===== src/rtl/serial_add_ctrl_pkg.sv =====
// rtl/serial_add_ctrl_pkg.sv - shared state encoding and sizing helpers for serial_add_ctrl
package serial_add_pkg;

  typedef enum logic [1:0] {
    ST_IDLE = 2'd0,
    ST_RUN  = 2'd1,
    ST_DONE = 2'd2
  } state_t;

  // Bit counter width: enough to count 0..WIDTH-1, never narrower than one bit.
  function automatic int cnt_w(input int width);
    return (width <= 1) ? 1 : $clog2(width);
  endfunction

endpackage


===== src/rtl/serial_add_ctrl_if.sv =====
// rtl/serial_add_ctrl_if.sv - start/busy/done operand bus; sub exists only with SERIAL_ADD_SUB_EN
interface serial_add_ctrl_if #(
  parameter int WIDTH = 8
);
  logic             start;
  logic [WIDTH-1:0] a;
  logic [WIDTH-1:0] b;
  logic             cin;
`ifdef SERIAL_ADD_SUB_EN
  logic             sub;
`endif
  logic             busy;
  logic             done;
  logic [WIDTH-1:0] sum;
  logic             cout;

  modport master (
    output start, a, b, cin,
`ifdef SERIAL_ADD_SUB_EN
    output sub,
`endif
    input  busy, done, sum, cout
  );

  modport slave (
    input  start, a, b, cin,
`ifdef SERIAL_ADD_SUB_EN
    input  sub,
`endif
    output busy, done, sum, cout
  );
endinterface


===== src/rtl/serial_add_ctrl_fa_cell.sv =====
// rtl/serial_add_ctrl_fa_cell.sv - combinational 1-bit full adder cell
module fa_cell (
  input  logic a_i,
  input  logic b_i,
  input  logic c_i,
  output logic f_o,
  output logic c1_o
);
  assign f_o  = a_i ^ b_i ^ c_i;
  assign c1_o = (a_i & b_i) | (a_i & c_i) | (b_i & c_i);
endmodule


===== src/rtl/serial_add_ctrl.sv =====
// rtl/serial_add_ctrl.sv - bit-serial adder controller, LSB first; SERIAL_ADD_SUB_EN adds subtract mode
module serial_add_ctrl
  import serial_add_pkg::*;
#(
  parameter int WIDTH = 8
) (
  input logic            clk,
  input logic            rst_n,
  serial_add_ctrl_if.slave bus
);
  localparam int CNT_W = cnt_w(WIDTH);
  localparam logic [CNT_W-1:0] CNT_LAST = CNT_W'(WIDTH - 1);

  state_t           state_q, state_d;
  logic [WIDTH-1:0] a_sh_q, a_sh_d;
  logic [WIDTH-1:0] b_sh_q, b_sh_d;
  logic [WIDTH-1:0] sum_q, sum_d;
  logic [WIDTH-1:0] sum_shift;
  logic [CNT_W-1:0] cnt_q, cnt_d;
  logic             carry_q, carry_d;
  logic             cout_q, cout_d;
  logic             accept;
  logic             fa_b, fa_f, fa_c1;
  logic             load_carry;

`ifdef SERIAL_ADD_SUB_EN
  logic sub_q, sub_d;
  // Subtract is a + ~b + 1: invert B into the cell and force the initial carry.
  assign fa_b       = b_sh_q[0] ^ sub_q;
  assign load_carry = bus.sub ? 1'b1 : bus.cin;
`else
  assign fa_b       = b_sh_q[0];
  assign load_carry = bus.cin;
`endif

  fa_cell u_fa (
    .a_i  (a_sh_q[0]),
    .b_i  (fa_b),
    .c_i  (carry_q),
    .f_o  (fa_f),
    .c1_o (fa_c1)
  );

  // New sum bit enters at the MSB so the LSB-first result ends up aligned after WIDTH shifts.
  generate
    if (WIDTH == 1) begin : g_sum_w1
      assign sum_shift = fa_f;
    end else begin : g_sum_wn
      assign sum_shift = {fa_f, sum_q[WIDTH-1:1]};
    end
  endgenerate

  assign accept   = bus.start && ((state_q == ST_IDLE) || (state_q == ST_DONE));
  assign bus.busy = (state_q == ST_RUN);
  assign bus.done = (state_q == ST_DONE);
  assign bus.sum  = sum_q;
  assign bus.cout = cout_q;

  // State and datapath registers; reset discards any partial result.
  always_ff @(posedge clk) begin
    if (!rst_n) begin
      state_q <= ST_IDLE;
      a_sh_q  <= '0;
      b_sh_q  <= '0;
      sum_q   <= '0;
      cnt_q   <= '0;
      carry_q <= 1'b0;
      cout_q  <= 1'b0;
`ifdef SERIAL_ADD_SUB_EN
      sub_q   <= 1'b0;
`endif
    end else begin
      state_q <= state_d;
      a_sh_q  <= a_sh_d;
      b_sh_q  <= b_sh_d;
      sum_q   <= sum_d;
      cnt_q   <= cnt_d;
      carry_q <= carry_d;
      cout_q  <= cout_d;
`ifdef SERIAL_ADD_SUB_EN
      sub_q   <= sub_d;
`endif
    end
  end

  // Next-state: one cell evaluation per RUN cycle, acceptance from IDLE or DONE restarts.
  always_comb begin
    state_d = state_q;
    a_sh_d  = a_sh_q;
    b_sh_d  = b_sh_q;
    sum_d   = sum_q;
    cnt_d   = cnt_q;
    carry_d = carry_q;
    cout_d  = cout_q;
`ifdef SERIAL_ADD_SUB_EN
    sub_d   = sub_q;
`endif
    case (state_q)
      ST_RUN: begin
        sum_d   = sum_shift;
        carry_d = fa_c1;
        a_sh_d  = a_sh_q >> 1;
        b_sh_d  = b_sh_q >> 1;
        cnt_d   = cnt_q + CNT_W'(1);
        if (cnt_q == CNT_LAST) begin
          cout_d  = fa_c1;
          state_d = ST_DONE;
        end
      end
      default: state_d = ST_IDLE;
    endcase
    if (accept) begin
      a_sh_d  = bus.a;
      b_sh_d  = bus.b;
      carry_d = load_carry;
      cnt_d   = '0;
      sum_d   = '0;
      cout_d  = 1'b0;
`ifdef SERIAL_ADD_SUB_EN
      sub_d   = bus.sub;
`endif
      state_d = ST_RUN;
    end
  end
endmodule


===== src/flat_wrapper.sv =====
// flat-port wrapper written by rule: the top's interface ports become plain ports
module serial_add_ctrl_flat import serial_add_pkg::*;
#(
  parameter int WIDTH = 8
)
  (clk, rst_n, bus_start, bus_a, bus_b, bus_cin, bus_busy, bus_done, bus_sum, bus_cout);
  serial_add_ctrl_if #(.WIDTH(WIDTH)) bus_i ();
  input logic clk;
  input logic rst_n;
  input wire logic [$bits(bus_i.start)-1:0] bus_start;
  input wire logic [$bits(bus_i.a)-1:0] bus_a;
  input wire logic [$bits(bus_i.b)-1:0] bus_b;
  input wire logic [$bits(bus_i.cin)-1:0] bus_cin;
  output wire logic [$bits(bus_i.busy)-1:0] bus_busy;
  output wire logic [$bits(bus_i.done)-1:0] bus_done;
  output wire logic [$bits(bus_i.sum)-1:0] bus_sum;
  output wire logic [$bits(bus_i.cout)-1:0] bus_cout;
  assign bus_i.start = bus_start;
  assign bus_i.a = bus_a;
  assign bus_i.b = bus_b;
  assign bus_i.cin = bus_cin;
  assign bus_busy = bus_i.busy;
  assign bus_done = bus_i.done;
  assign bus_sum = bus_i.sum;
  assign bus_cout = bus_i.cout;
  serial_add_ctrl #(.WIDTH(WIDTH)) u_core (.clk(clk), .rst_n(rst_n), .bus(bus_i));
endmodule

===== config.mk =====
export PLATFORM = sky130hd
export DESIGN_NAME = serial_add_ctrl_flat
export DESIGN_NICKNAME = d
export VERILOG_FILES = /design/src/rtl/serial_add_ctrl_pkg.sv /design/src/rtl/serial_add_ctrl_if.sv /design/src/rtl/serial_add_ctrl_fa_cell.sv /design/src/rtl/serial_add_ctrl.sv /design/src/flat_wrapper.sv
export SDC_FILE = /design/constraint.sdc
export NUM_CORES = 1
export LEC_CHECK = 0
export BUFFER_PORTS_ARGS = -buffer_cell sky130_fd_sc_hd__buf_4
export CAP_MARGIN = 20
export CORE_ASPECT_RATIO = 0.8
export CORE_MARGIN = 2
export CORE_UTILIZATION = 52
export DETAILED_ROUTE_END_ITERATION = 12
export GPL_ROUTABILITY_DRIVEN = 0
export PLACE_DENSITY = 0.81
export SLEW_MARGIN = 30
export SYNTH_ARGS = -nofsm -noshare
export SYNTH_HDL_FRONTEND = slang
export SYNTH_SLANG_ARGS = --single-unit

===== constraint.sdc =====
create_clock -name clk -period 1.4 [get_ports clk]
set_clock_uncertainty 0.15 [all_clocks]
set_input_delay 0.14 -clock clk [delete_from_list [all_inputs] [get_ports clk]]
set_output_delay 0.14 -clock clk [all_outputs]
set_load 0.01 [all_outputs]

======== After elaboration in Yosys (flattened, before gate mapping) ========
Cells that the tools add are included.
cells by class
  add/sub/neg operators ................... 1
  equal/unequal tests ..................... 4
  muxes and demuxes ....................... 9
  bitwise logic cells ..................... 9
  reductions and logical operators ........ 7
operator list
  cell                 number
  $mux 8               4
  $mux 1               5
  $add 3x1->3 const B  1
  $and 1x1->1          3
  $eq 3x3->1 const B   1
  $ne 3x1->1 const B   1
  $reduce_or 3->1      1
  $eq 2x1->1 const B   1
  $eq 2x2->1 const B   1
  $logic_not 2->1      1
  $not 1->1            2
  $or 1x1->1           2
  $reduce_and 2->1     1
  $reduce_bool 2->1    1
  $reduce_or 2->1      1
  $xor 1x1->1          2
  $logic_and 1x1->1    1
  $logic_or 1x1->1     1
word-level totals
  register bits after elaboration ......... 31
  input port bits ......................... 20
  output and inout bits ................... 11
  logic and storage cells ................. 38

======== Depth between registers and ports, before layout ========
Gate-level depths: netlist of run 1.
  word-level depth ........................ 5
  depth in mapped cells ................... 6
  gate-level depth less buffers ........... 5

======== Hierarchy ========
A second synthesis of run 1 with hierarchy kept.
unflattened totals
  cells, all modules ...................... 146
  area total of the unflattened synthesis .. 1253.7 um^2
modules (own cells, without submodules)
  module           instances  cells each  area each (um^2)  seq. area each (um^2)
  serial_add_ctrl  1          145         1233.7            620.6
  fa_cell          1          1           20.0              0.0

======== Worst setup path after synthesis of run 1 ========
OpenSTA, ideal clock, no wires.
  kind .................................... register to register
  from .................................... reg u_core.a_sh_q[0]
  to ...................................... reg u_core.carry_q
  data arrival time ....................... 0.963 ns
  setup slack ............................. 0.164 ns
  cell stages (with the launch flop) ...... 4
  cells stage by stage .................... dfxtp_1 > fa_1 > a22oi_1 > a21boi_1
on the way
  word-level cells in the longest chain between the ends .. 5
  elaborated cells on any way between the ends .. 6
  classes of those cells .................. 2 x mux; 4 x bitwise
RTL lines
  element                       RTL line                       RTL
  start: declaration            serial_add_ctrl.sv:15          logic [WIDTH-1:0] a_sh_q, a_sh_d;
  start signal: assignment      serial_add_ctrl.sv:74          a_sh_q <= a_sh_d;
  $and 1x1->1                   serial_add_ctrl_fa_cell.sv:10  assign c1_o = (a_i & b_i) | (a_i & c_i) | (b_i & c_i);
  $or 1x1->1 (*) (2 in series)  serial_add_ctrl_fa_cell.sv:10
  via u_core.fa_c1              serial_add_ctrl.sv:23          logic fa_b, fa_f, fa_c1;
  $mux 1 (*)                    serial_add_ctrl.sv:98          case (state_q)
  $mux 1 (*)                    serial_add_ctrl.sv:112         if (accept) begin
  end signal: assignment        serial_add_ctrl.sv:78          carry_q <= carry_d;
  end: declaration              serial_add_ctrl.sv:20          logic carry_q, carry_d;
Mark *: on every way through the listed nets, which the timed path passes. The rest lies on a longest branch. The select of a mux whose other input is x is not followed.
A chain may end at the register's enable or synchronous reset.

======== Worst setup path in the final report of run 1 ========
  from .................................... reg u_core.state_q[1]
  to ...................................... reg u_core.carry_q
on the way
  word-level cells in the longest chain between the ends .. 4
  elaborated cells on any way between the ends .. 7
  classes of those cells .................. 2 x eq/ne; 1 x mux; 4 x reduce/logical
RTL lines
  element                                               RTL line               RTL
  start: declaration                                    serial_add_ctrl.sv:14  state_t state_q, state_d;
  start signal: assignment                              serial_add_ctrl.sv:73  state_q <= state_d;
  $eq 2x2->1 / $logic_not 2->1 (equally long branches)  serial_add_ctrl.sv:53  assign accept = bus.start && ((state_q == ST_IDLE) || (state_q == ST_DONE));
  $logic_or 1x1->1                                      serial_add_ctrl.sv:53
  $logic_and 1x1->1                                     serial_add_ctrl.sv:53
  $mux 1 / $reduce_bool 2->1 (equally long branches)    -
Parallel ways exist; a longest one is shown, timed or not.

==> summary.txt, run 1 <==
Top delay family on crit path: flip-flops
Gr ovfl total: 0
Critical setup path kind: reg2reg
CP Capture Type: flop
Drt pass-1 iters: 4
Least-Margin Pin Slew: 0.360 ns
Inserted Diodes: 0
DR DRC count: 0
Area leader, netlist: dfxtp_1
Root buffer cell: clkbuf_4
Vias in the first global route: 1,224
Die area: 0.00298 mm2
Top-area cell type share of the netlist area: 46.7%
Compound-Gate Fraction of Synth Area: 20.8%
Nets: 216
Largest fanout on the critical path: 14
Post-DRT Antenna Nets: 0
Final worst setup slack: 0.0369 ns
Crit-path slowest cell: dfxtp_2
TritonCTS Buffers: 5
Layout cells sized above 1: 31.4%
FMAX: 734 MHz
WP data arrival: 1.42 ns
WHS Path Cells: 3
Final HPWL from detailed placement: 1900 um
Fin area: 0.00181 mm2
Setup crit start kind: flop
Worst R2R Setup Slack: 0.04 ns
Max-cap violations: 0
Largest cells by area after synthesis: dfxtp_1 (47%), nand2_1 (7.3%), a21oi_2 (5.9%)
Max_slew headroom: 75.9%
CORE AREA: 0.00244 mm2
Largest net degree at the start of global routing: 21
Post-synth top flop: dfxtp_1
Syn nets: 168
Crit-path cells: nand2b_4 -> inv_4 -> buf_8 -> buf_4 -> a22oi_2 -> a21boi_1
Final hold vios: 0
Detailed-route wire length: 3330 um
Count leader, synth: dfxtp_1
Site Rows: 16
H-Tree Depth: 2
Die height: 49.2 um
Worst r2r src: u_core.state_q[1]$_SDFFE_PP0N_
Clock slew at reported path FFs: 0.10 ns
Post-synthesis cell area: 0.00133 mm2
Hold endpoint: u_core.a_sh_q[6]$_SDFFE_PN0P_
Overall Global Routing Usage: 24.3%
Adder-Cell Fraction of Synth Area: 3.39%
Count of cell types in the netlist: 26
I/O pins: 31
Post-synth EDFFs: 0
FILL cells: 179
Hold WC Path Type: in2reg
Sequential area share after synthesis: 46.7%
Seq cells post-synth: 31
Port bufs: 30
Initial antenna violation count: 0
CTS tree: built
Hold Crit Start: bus_a[6]
Pwr Density: 987 mW/mm2
Minimum clock period: 1.36 ns
Die W: 60.5 um
Worst reg-to-reg path cell count: 6
Max Buffers Root-to-Sink: 2
DRT iter0 DRCs: 102
Synth Area in Simple Gates: 20.1%
Post-Synthesis Cells: 145
Fin crit share: 97.4%
Buf+Inv Stages, Crit Path: 3
Synth top cells by count: dfxtp_1 (31), nand2_1 (26)
CP Data Required Time: 1.46 ns
DP Worst Slack: 0.0871 ns
Synth Area per Inst: 9.16 um2
Worst R2R End: u_core.carry_q$_SDFFE_PN0P_
Final setup vio count: 0
Largest family of logic cells by synthesized area: compound AO/OA/AOI/OAI gates
Worst stage delay on the critical path: 0.34 ns
Static leakage: 0.713 nW
Post-Synth XOR/XNOR Area: 0.659%
Average wire per standard cell: 14.5 um
Starting Density: 54.4%
Status: finished clean
Placed cell area: 0.00155 mm2
Vias post-DR: 1,274
Ys async rst share: 0%
Final Max Tran Viols: 0
Hold Slack: 0.00471 ns
Area added between synthesis and finish: 36.5%
Worst vdd rail ir drop: 700 uV
Clock sinks: 31
Global-route wire length before repair: 5420 um
Post-synthesis mux area share: 0%
Clock Latency Late Sink: 0.32 ns
Yosys warns: 0
Avg Vias per Cell: 5.54
[how the worst max path moves through the flow]
stage                                   startpoint                           to  depth (start not counted)
floorplan            u_core.a_sh_q[0]$_SDFFE_PN0P_  u_core.carry_q$_SDFFE_PN0P_                          3
global placement     u_core.a_sh_q[0]$_SDFFE_PN0P_  u_core.carry_q$_SDFFE_PN0P_                          3
detailed placement   u_core.a_sh_q[0]$_SDFFE_PN0P_  u_core.carry_q$_SDFFE_PN0P_                          3
CTS                 u_core.state_q[1]$_SDFFE_PP0N_                     bus_busy                          4
global route        u_core.state_q[1]$_SDFFE_PP0N_  u_core.carry_q$_SDFFE_PN0P_                          6
finish              u_core.state_q[1]$_SDFFE_PP0N_  u_core.carry_q$_SDFFE_PN0P_                          6
[worst register-to-register path, delay by kind of cell, from the launching register on]
kind | cells | cell delay [ns]
flops | 1 | 0.34
simple gates | 1 | 0.14
compound gates | 2 | 0.31
buf+inv | 3 | 0.33
[report_power, final]
part / switching, mW / internal, mW / leakage, nW
clock network: 0.301 / 0.196 / 0.0293
logic: 0.163 / 0.166 / 0.429
registers: 0.0342 / 0.932 / 0.254
total: 0.498 / 1.29 / 0.713
[kinds of logic after synthesis]
kind of cell / after synthesis
simple gates: 59
compound gates: 36
flops: 31
buf+inv: 15
fa+ha+maj: 3
xor+xnor: 1
[routing by layer]
metal	global-route usage, %	routed length (um)
met2	40.6	1680
met5	0	0
met1	30.2	1290
met3	7.69	276
met4	6.16	84
[registers in the layout, summed over array words and instances, names as in the netlist]
| signal | cells |
|---|---|
| u_core.bus.cout | 1 |
| u_core.carry_q | 1 |
| u_core.bus.sum | 8 |
| u_core.state_q | 2 |
| u_core.a_sh_q | 8 |
| u_core.cnt_q | 3 |
| u_core.b_sh_q | 8 |
[cell type report]
class	instances	area [um2]	share of cell area (%)
flip-flops and latches	31	623	34.3
multi-input cells	99	614	33.9
repair buffers	54	472	26.0
clock buffers	7	45.0	2.48
well taps	36	45.0	2.48
inverters	2	10.0	0.552
clock inverters	1	5.00	0.276
[cells in the final DEF (no fill, tap or decap), types with 3 or more instances in the layout]
master	n
a21oi_2	9
nor2_1	9
a21oi_1	3
dlygate4sd3_1	17
nand2_1	26
clkbuf_4	5
a21boi_1	6
buf_4	34
nand3_1	7
o221ai_1	9
dfxtp_1	29
a22oi_1	4
nor3_1	9
[per-stage QoR]
stage / setup TNS, ns / util (%) / cells / total power [mW]
detailed placement: 0 / 63.6 / 204 / 1.24
CTS: 0 / 73.4 / 230 / 1.77
global route: -0.0244 / 74.3 / 230 / 1.86
global placement: 0 / 63.6 / 204 / 1.23
finish: 0 / 74.3 / 230 / 1.79
floorplan: 0 / - / 145 / 1.16
[timing repair]
| item | 4_1_cts | 5_1_grt |
|---|---|---|
| setup buffers | 1 | 0 |
| resized for setup | 3 | 8 |
| hold buffers | 17 | 0 |
| endpoints found under the setup margin | 1 | 9 |
| endpoints found under the hold margin | 16 | 0 |
Power figures use the tool's default switching activity.
==> run 2, diff against run 1 <==
CORE_ASPECT_RATIO = 1.75   (was 0.8)
==> run 2 against run 1 <==
Compared with the run above: highest routed layer unchanged; hold slack lost 0.0040 ns; worst setup slack lost 0.024 ns; combinational power shrank 13%; via count shrank 9.1%; largest cell class unchanged; utilization shrank 4.6 points; largest power group unchanged; non-clock buffer count shrank 13; critical path depth shrank 3; maximum frequency shrank 1.8%; cell area shrank 5.4%; sequential share of layout area grew 1.8 points.
==> summary.txt, run 2 (synthesis gave the netlist of run 1 again) <==
Status: finished clean
Port bufs: 30 (unchanged)
Crit-path cells: fa_1 -> a22oi_2 -> a21boi_1
Final hold vios: 0 (unchanged)
Largest net degree at the start of global routing: 23 (+9.5%)
Die area: 0.00299 mm2 (+0.44%)
WHS Path Cells: 3 (unchanged)
Internal power: 1.65 mW (+27%)
Overall Global Routing Usage: 21.2% (-3.1 points)
Total power: 2.15 mW (+20%)
Site Rows: 24 (+8)
Critical setup path kind: reg2reg
Hold WC Path Type: in2reg
Clock Latency Late Sink: 0.28 ns (-0.04 ns)
Area added between synthesis and finish: 29.1%
Worst stage delay on the critical path: 0.49 ns (+0.15 ns)
Sw Ratio: 23.4% (-4.4 points)
Final setup vio count: 0 (unchanged)
Final Max Tran Viols: 0 (unchanged)
DP Worst Slack: 0.0949 ns (+0.00782 ns)
Largest fanout on the critical path: 2 (-12)
Vias in the first global route: 1,170 (-4.4%)
Total stage count of the critical path: 3 (-3)
Setup crit start kind: flop
CP Capture Type: flop
Least-Margin Pin Slew: 0.336 ns (-0.0239 ns)
Max-cap violations: 0 (unchanged)
Nets: 203 (-6.0%)
Post-DRT Antenna Nets: 0 (unchanged)
Buf+Inv Stages, Crit Path: 0 (-3)
Static leakage: 0.689 nW (-3.5%)
Inserted Diodes: 0 (unchanged)
Clock slew at reported path FFs: 0.07 ns (-0.03 ns)
Final worst setup slack: 0.0124 ns (-0.0244 ns)
DRT iter0 DRCs: 17 (-83%)
Highest layer used for signal routing: met4
Gr ovfl total: 0 (unchanged)
Root buffer cell: clkbuf_8
Max Buffers Root-to-Sink: 2 (unchanged)
Worst reg-to-reg path cell count: 3 (-3)
Layout cells sized above 1: 33.7% (+2.3 points)
Global-route wire length before repair: 4850 um (-11%)
Pwr Density: 1250 mW/mm2 (+27%)
Most common cell after layout, fill and taps aside: buf_4
Minimum clock period: 1.39 ns (+0.0244 ns)
Die W: 42.2 um (-30%)
I/O pins: 31 (unchanged)
Starting Density: 54.0% (-0.44 points)
Fin crit share: 99.1% (+1.7 points)
Max_slew headroom: 77.5% (+1.6 points)
Average wire per standard cell: 14.8 um (+2.2%)
WP data arrival: 1.40 ns (-0.02 ns)
Commonest non-fill, non-tap cells in the layout: buf_4 (36), dfxtp_1 (31), nand2_1 (26)
Clock power share: 41.9% (+14 points)
DR DRC count: 0 (unchanged)
Sequential share of power: 44.8% (-9.1 points)
FILL cells: 200 (+12%)
Avg Vias per Cell: 5.59 (+0.99%)
CP Data Required Time: 1.41 ns (-0.05 ns)
Detailed-route wire length: 3070 um (-8.0%)
Comb power frac: 13.3% (-5.0 points)
Top delay family on crit path: adder cells
DR WL met2: 1760 um (+4.4%)
Final HPWL from detailed placement: 1990 um (+4.3%)
FMAX: 721 MHz (-1.8%)
CTS tree: built
CORE AREA: 0.00246 mm2 (+0.82%)
Die height: 70.9 um (+44%)
Worst vdd rail ir drop: 1060 uV (+52%)
M1 WL: 1140 um (-12%)
H-Tree Depth: 2 (unchanged)
Clock sinks: 31 (unchanged)
Initial antenna violation count: 0 (unchanged)
TritonCTS Buffers: 5 (unchanged)
Vias post-DR: 1,158 (-9.1%)
Crit-path slowest cell: fa_1
Layout Utilization: 69.7% (-4.6 points)
Net Switching: 0.503 mW (+1.1%)
Wire length on met3: 131 um (-53%)
Drt pass-1 iters: 4 (unchanged)
## run 2: through the flow
step           setup TNS (ns)  cells  hold slack, ns  area (um2)
2_1_floorplan               0    145           0.121        1330
3_3_place_gp                0    194           0.239        1540
3_5_place_dp                0    194           0.250        1540
4_1_cts                     0    207         0.00154        1710
5_1_grt                -0.133    207          0.0127        1720
6_report                    0    207        0.000752        1720
## run 2: final cells by class
class | instances | area, um2 | share of cell area (%)
clock buffers | 6 | 82.6 | 4.81
flip-flops and latches | 31 | 621 | 36.2
inverters | 2 | 7.51 | 0.438
repair buffers | 41 | 335 | 19.5
multi-input cells | 99 | 602 | 35.1
well taps | 26 | 32.5 | 1.90
clock inverters | 2 | 35.0 | 2.04
## run 2: routing by layer
metal  global-route usage (%)  up-vias
met2                     38.5       32
met5                        0        -
met1                     20.8      550
li1                         -      571
met4                     11.5        0
met3                     6.12        5
## run 2: worst paths after layout
kind,start,end,slack [ns]
worst max-delay path,u_core.a_sh_q[0]$_SDFFE_PN0P_,u_core.carry_q$_SDFFE_PN0P_,0.01
worst min-delay path,bus_b[0],u_core.b_sh_q[0]$_SDFFE_PN0P_,0.0008
worst max register to register,u_core.a_sh_q[0]$_SDFFE_PN0P_,u_core.carry_q$_SDFFE_PN0P_,0.01
worst min register to register,u_core.a_sh_q[7]$_SDFFE_PN0P_,u_core.a_sh_q[7]$_SDFFE_PN0P_,0.31
## run 2: what timing repair did
| action | in CTS | in global routing |
|---|---|---|
| endpoints found under the setup margin | 1 | 1 |
| endpoints found under the hold margin | 3 | 0 |
| setup buffers | 2 | 0 |
| resized for setup | 2 | 1 |
| hold buffers | 3 | 0 |
## run 2: power by group through the flow
stage / clock, mW / sequential [mW] / combinational [mW]
floorplan: 0 / 0.975 / 0.190
global placement: 0 / 0.977 / 0.252
detailed placement: 0 / 0.981 / 0.261
CTS: 0.914 / 0.962 / 0.281
global route: 0.946 / 0.969 / 0.317
finish: 0.901 / 0.962 / 0.285
## run 2: worst register-to-register path, delay by kind of cell, from the launching register on
family | cells | cell delay (ns)
adder cells (fa/ha/maj) | 1 | 0.49
flip-flops | 1 | 0.33
AO/OA/AOI/OAI | 2 | 0.30
==> run 3, diff against run 2 <==
PLACE_DENSITY = unset   (was 0.81)
PLACE_DENSITY_LB_ADDON = 0.1   (was unset)
==> run 3 against run 2 <==
Compared with the run above: routed wire length grew 0.33%; worst setup slack gained 0.040 ns; power shrank 9.2%; hold slack gained 0.0028 ns; maximum frequency grew 3.0%; die area is the same; cell count grew 4.3%; sequential power grew 0.7%; clock-buffer cell count shrank 1; cell area grew 4.7%; largest power group unchanged.
==> summary.txt, run 3 (synthesis gave the netlist of run 1 again) <==
CORE AREA: 0.00246 mm2 (unchanged)
Setup TNS: 0 ns (unchanged)
Area added between synthesis and finish: 35.2%
CTS tree: built
Total power: 1.95 mW (-9.2%)
Hold WC Path Type: in2reg
Vias post-DR: 1,198 (+3.5%)
Average wire per standard cell: 14.2 um (-3.9%)
TritonCTS Buffers: 5 (unchanged)
DP Worst Slack: 0.0943 ns (-0.000605 ns)
Largest fanout on the critical path: 9 (+7)
WHS Path Cells: 3 (unchanged)
Minimum clock period: 1.35 ns (-0.0399 ns)
Max Buffers Root-to-Sink: 2 (unchanged)
Final hold vios: 0 (unchanged)
Critical setup path kind: reg2out
H-Tree Depth: 2 (unchanged)
Vias in the first global route: 1,165 (-0.43%)
Static leakage: 0.726 nW (+5.4%)
Global-route wire length before repair: 4970 um (+2.6%)
Max-cap violations: 0 (unchanged)
WP data arrival: 1.06 ns (-0.34 ns)
FMAX: 742 MHz (+3.0%)
Non-Filler Instances: 216 (+4.3%)
Final worst setup slack: 0.0524 ns (+0.0399 ns)
Nets: 212 (+4.4%)
Largest net degree at the start of global routing: 21 (-8.7%)
Status: finished clean
Worst reg-to-reg path cell count: 4 (+1)
Port bufs: 30 (unchanged)
Layout Utilization: 73.0% (+3.3 points)
CP Data Required Time: 1.11 ns (-0.30 ns)
Die height: 70.9 um (unchanged)
Clock sinks: 31 (unchanged)
Avg Vias per Cell: 5.55 (-0.86%)
Final HPWL from detailed placement: 1920 um (-3.1%)
Site Rows: 24 (unchanged)
Worst vdd rail ir drop: 919 uV (-14%)
Starting Density: 54.0% (unchanged)
Drt pass-1 iters: 4 (unchanged)
Setup crit start kind: flop
Die W: 42.2 um (unchanged)
Placed Cells: 197 (+1.5%)
Fin crit share: 96.3% (-2.9 points)
DR DRC count: 0 (unchanged)
Final Max Tran Viols: 0 (unchanged)
Die area: 0.00299 mm2 (unchanged)
Initial antenna violation count: 0 (unchanged)
Detailed-route wire length: 3080 um (+0.33%)
Commonest non-fill, non-tap cells in the layout: buf_4 (43), dfxtp_1 (29), nand2_1 (26)
Layout cells sized above 1: 38.9% (+5.2 points)
Clock slew at reported path FFs: 0.07 ns (about the same)
I/O pins: 31 (unchanged)
Most common cell after layout, fill and taps aside: buf_4
Inserted Diodes: 0 (unchanged)
Least-Margin Pin Slew: 0.340 ns (+0.00411 ns)
Hold Slack: 0.00358 ns (+0.00283 ns)
Fin area: 0.00180 mm2 (+4.7%)
Max_slew headroom: 77.2% (-0.28 points)
Pwr Density: 1090 mW/mm2 (-13%)
Final setup vio count: 0 (unchanged)
Placed cell area: 0.00156 mm2 (+1.5%)
DRT iter0 DRCs: 43 (+26)
Post-DRT Antenna Nets: 0 (unchanged)
Root buffer cell: clkbuf_8
Gr ovfl total: 0 (unchanged)
Overall Global Routing Usage: 21.4% (+0.20 points)
Clock Latency Late Sink: 0.28 ns (about the same)
CP Capture Type: output pin
Unrepaired setup endpoints after global routing: no
-- run 3: critical path, cell delays in order, from the launching register on --
cell and delay, ns:
dfxtp_2 0.32, nand2b_4 0.15, inv_4 0.07, buf_12 0.12, buf_4 0.11
-- run 3: final cells by class --
class,instances,area (um2)
fillers,210,666
multi-input cells,99,644
inverters,2,10.0
clock buffers,5,68.8
repair buffers,50,403
clock inverters,3,15.0
well taps,26,32.5
flip-flops and latches,31,623
-- run 3: metal layers --
metal | share of wire, % | GRT usage (%) | wire, um | vias to the layer above
li1 | - | - | - | 590
met1 | 40 | 23.8 | 1240 | 573
met2 | 54 | 36.9 | 1650 | 29
met3 | 4.2 | 5.10 | 128 | 6
met4 | 1.8 | 11.1 | 55 | 0
met5 | 0 | 0 | 0 | -
-- run 3: final timing paths --
path                                       start                             to  slack [ns]
hold reg to reg    u_core.a_sh_q[7]$_SDFFE_PN0P_  u_core.a_sh_q[7]$_SDFFE_PN0P_        0.32
setup reg to reg  u_core.state_q[0]$_SDFFE_PN0P_  u_core.a_sh_q[5]$_SDFFE_PN0P_        0.08
setup / recovery  u_core.state_q[1]$_SDFFE_PP0N_                       bus_busy        0.05
hold / removal                          bus_b[5]  u_core.b_sh_q[5]$_SDFFE_PN0P_       0.004
-- run 3: where the power goes --
group / internal, mW / switching, mW
registers: 0.933 / 0.0359
logic: 0.167 / 0.162
clock network: 0.339 / 0.315
total: 1.44 / 0.513
-- run 3: what timing repair did --
action | in CTS | in global routing
setup endpoints to repair | 1 | 8
hold buffers | 6 | 0
hold endpoints to repair | 6 | 0
cloned | 1 | 0
pin swaps | 0 | 5
setup buffers | 2 | 3
resized for setup | 3 | 9
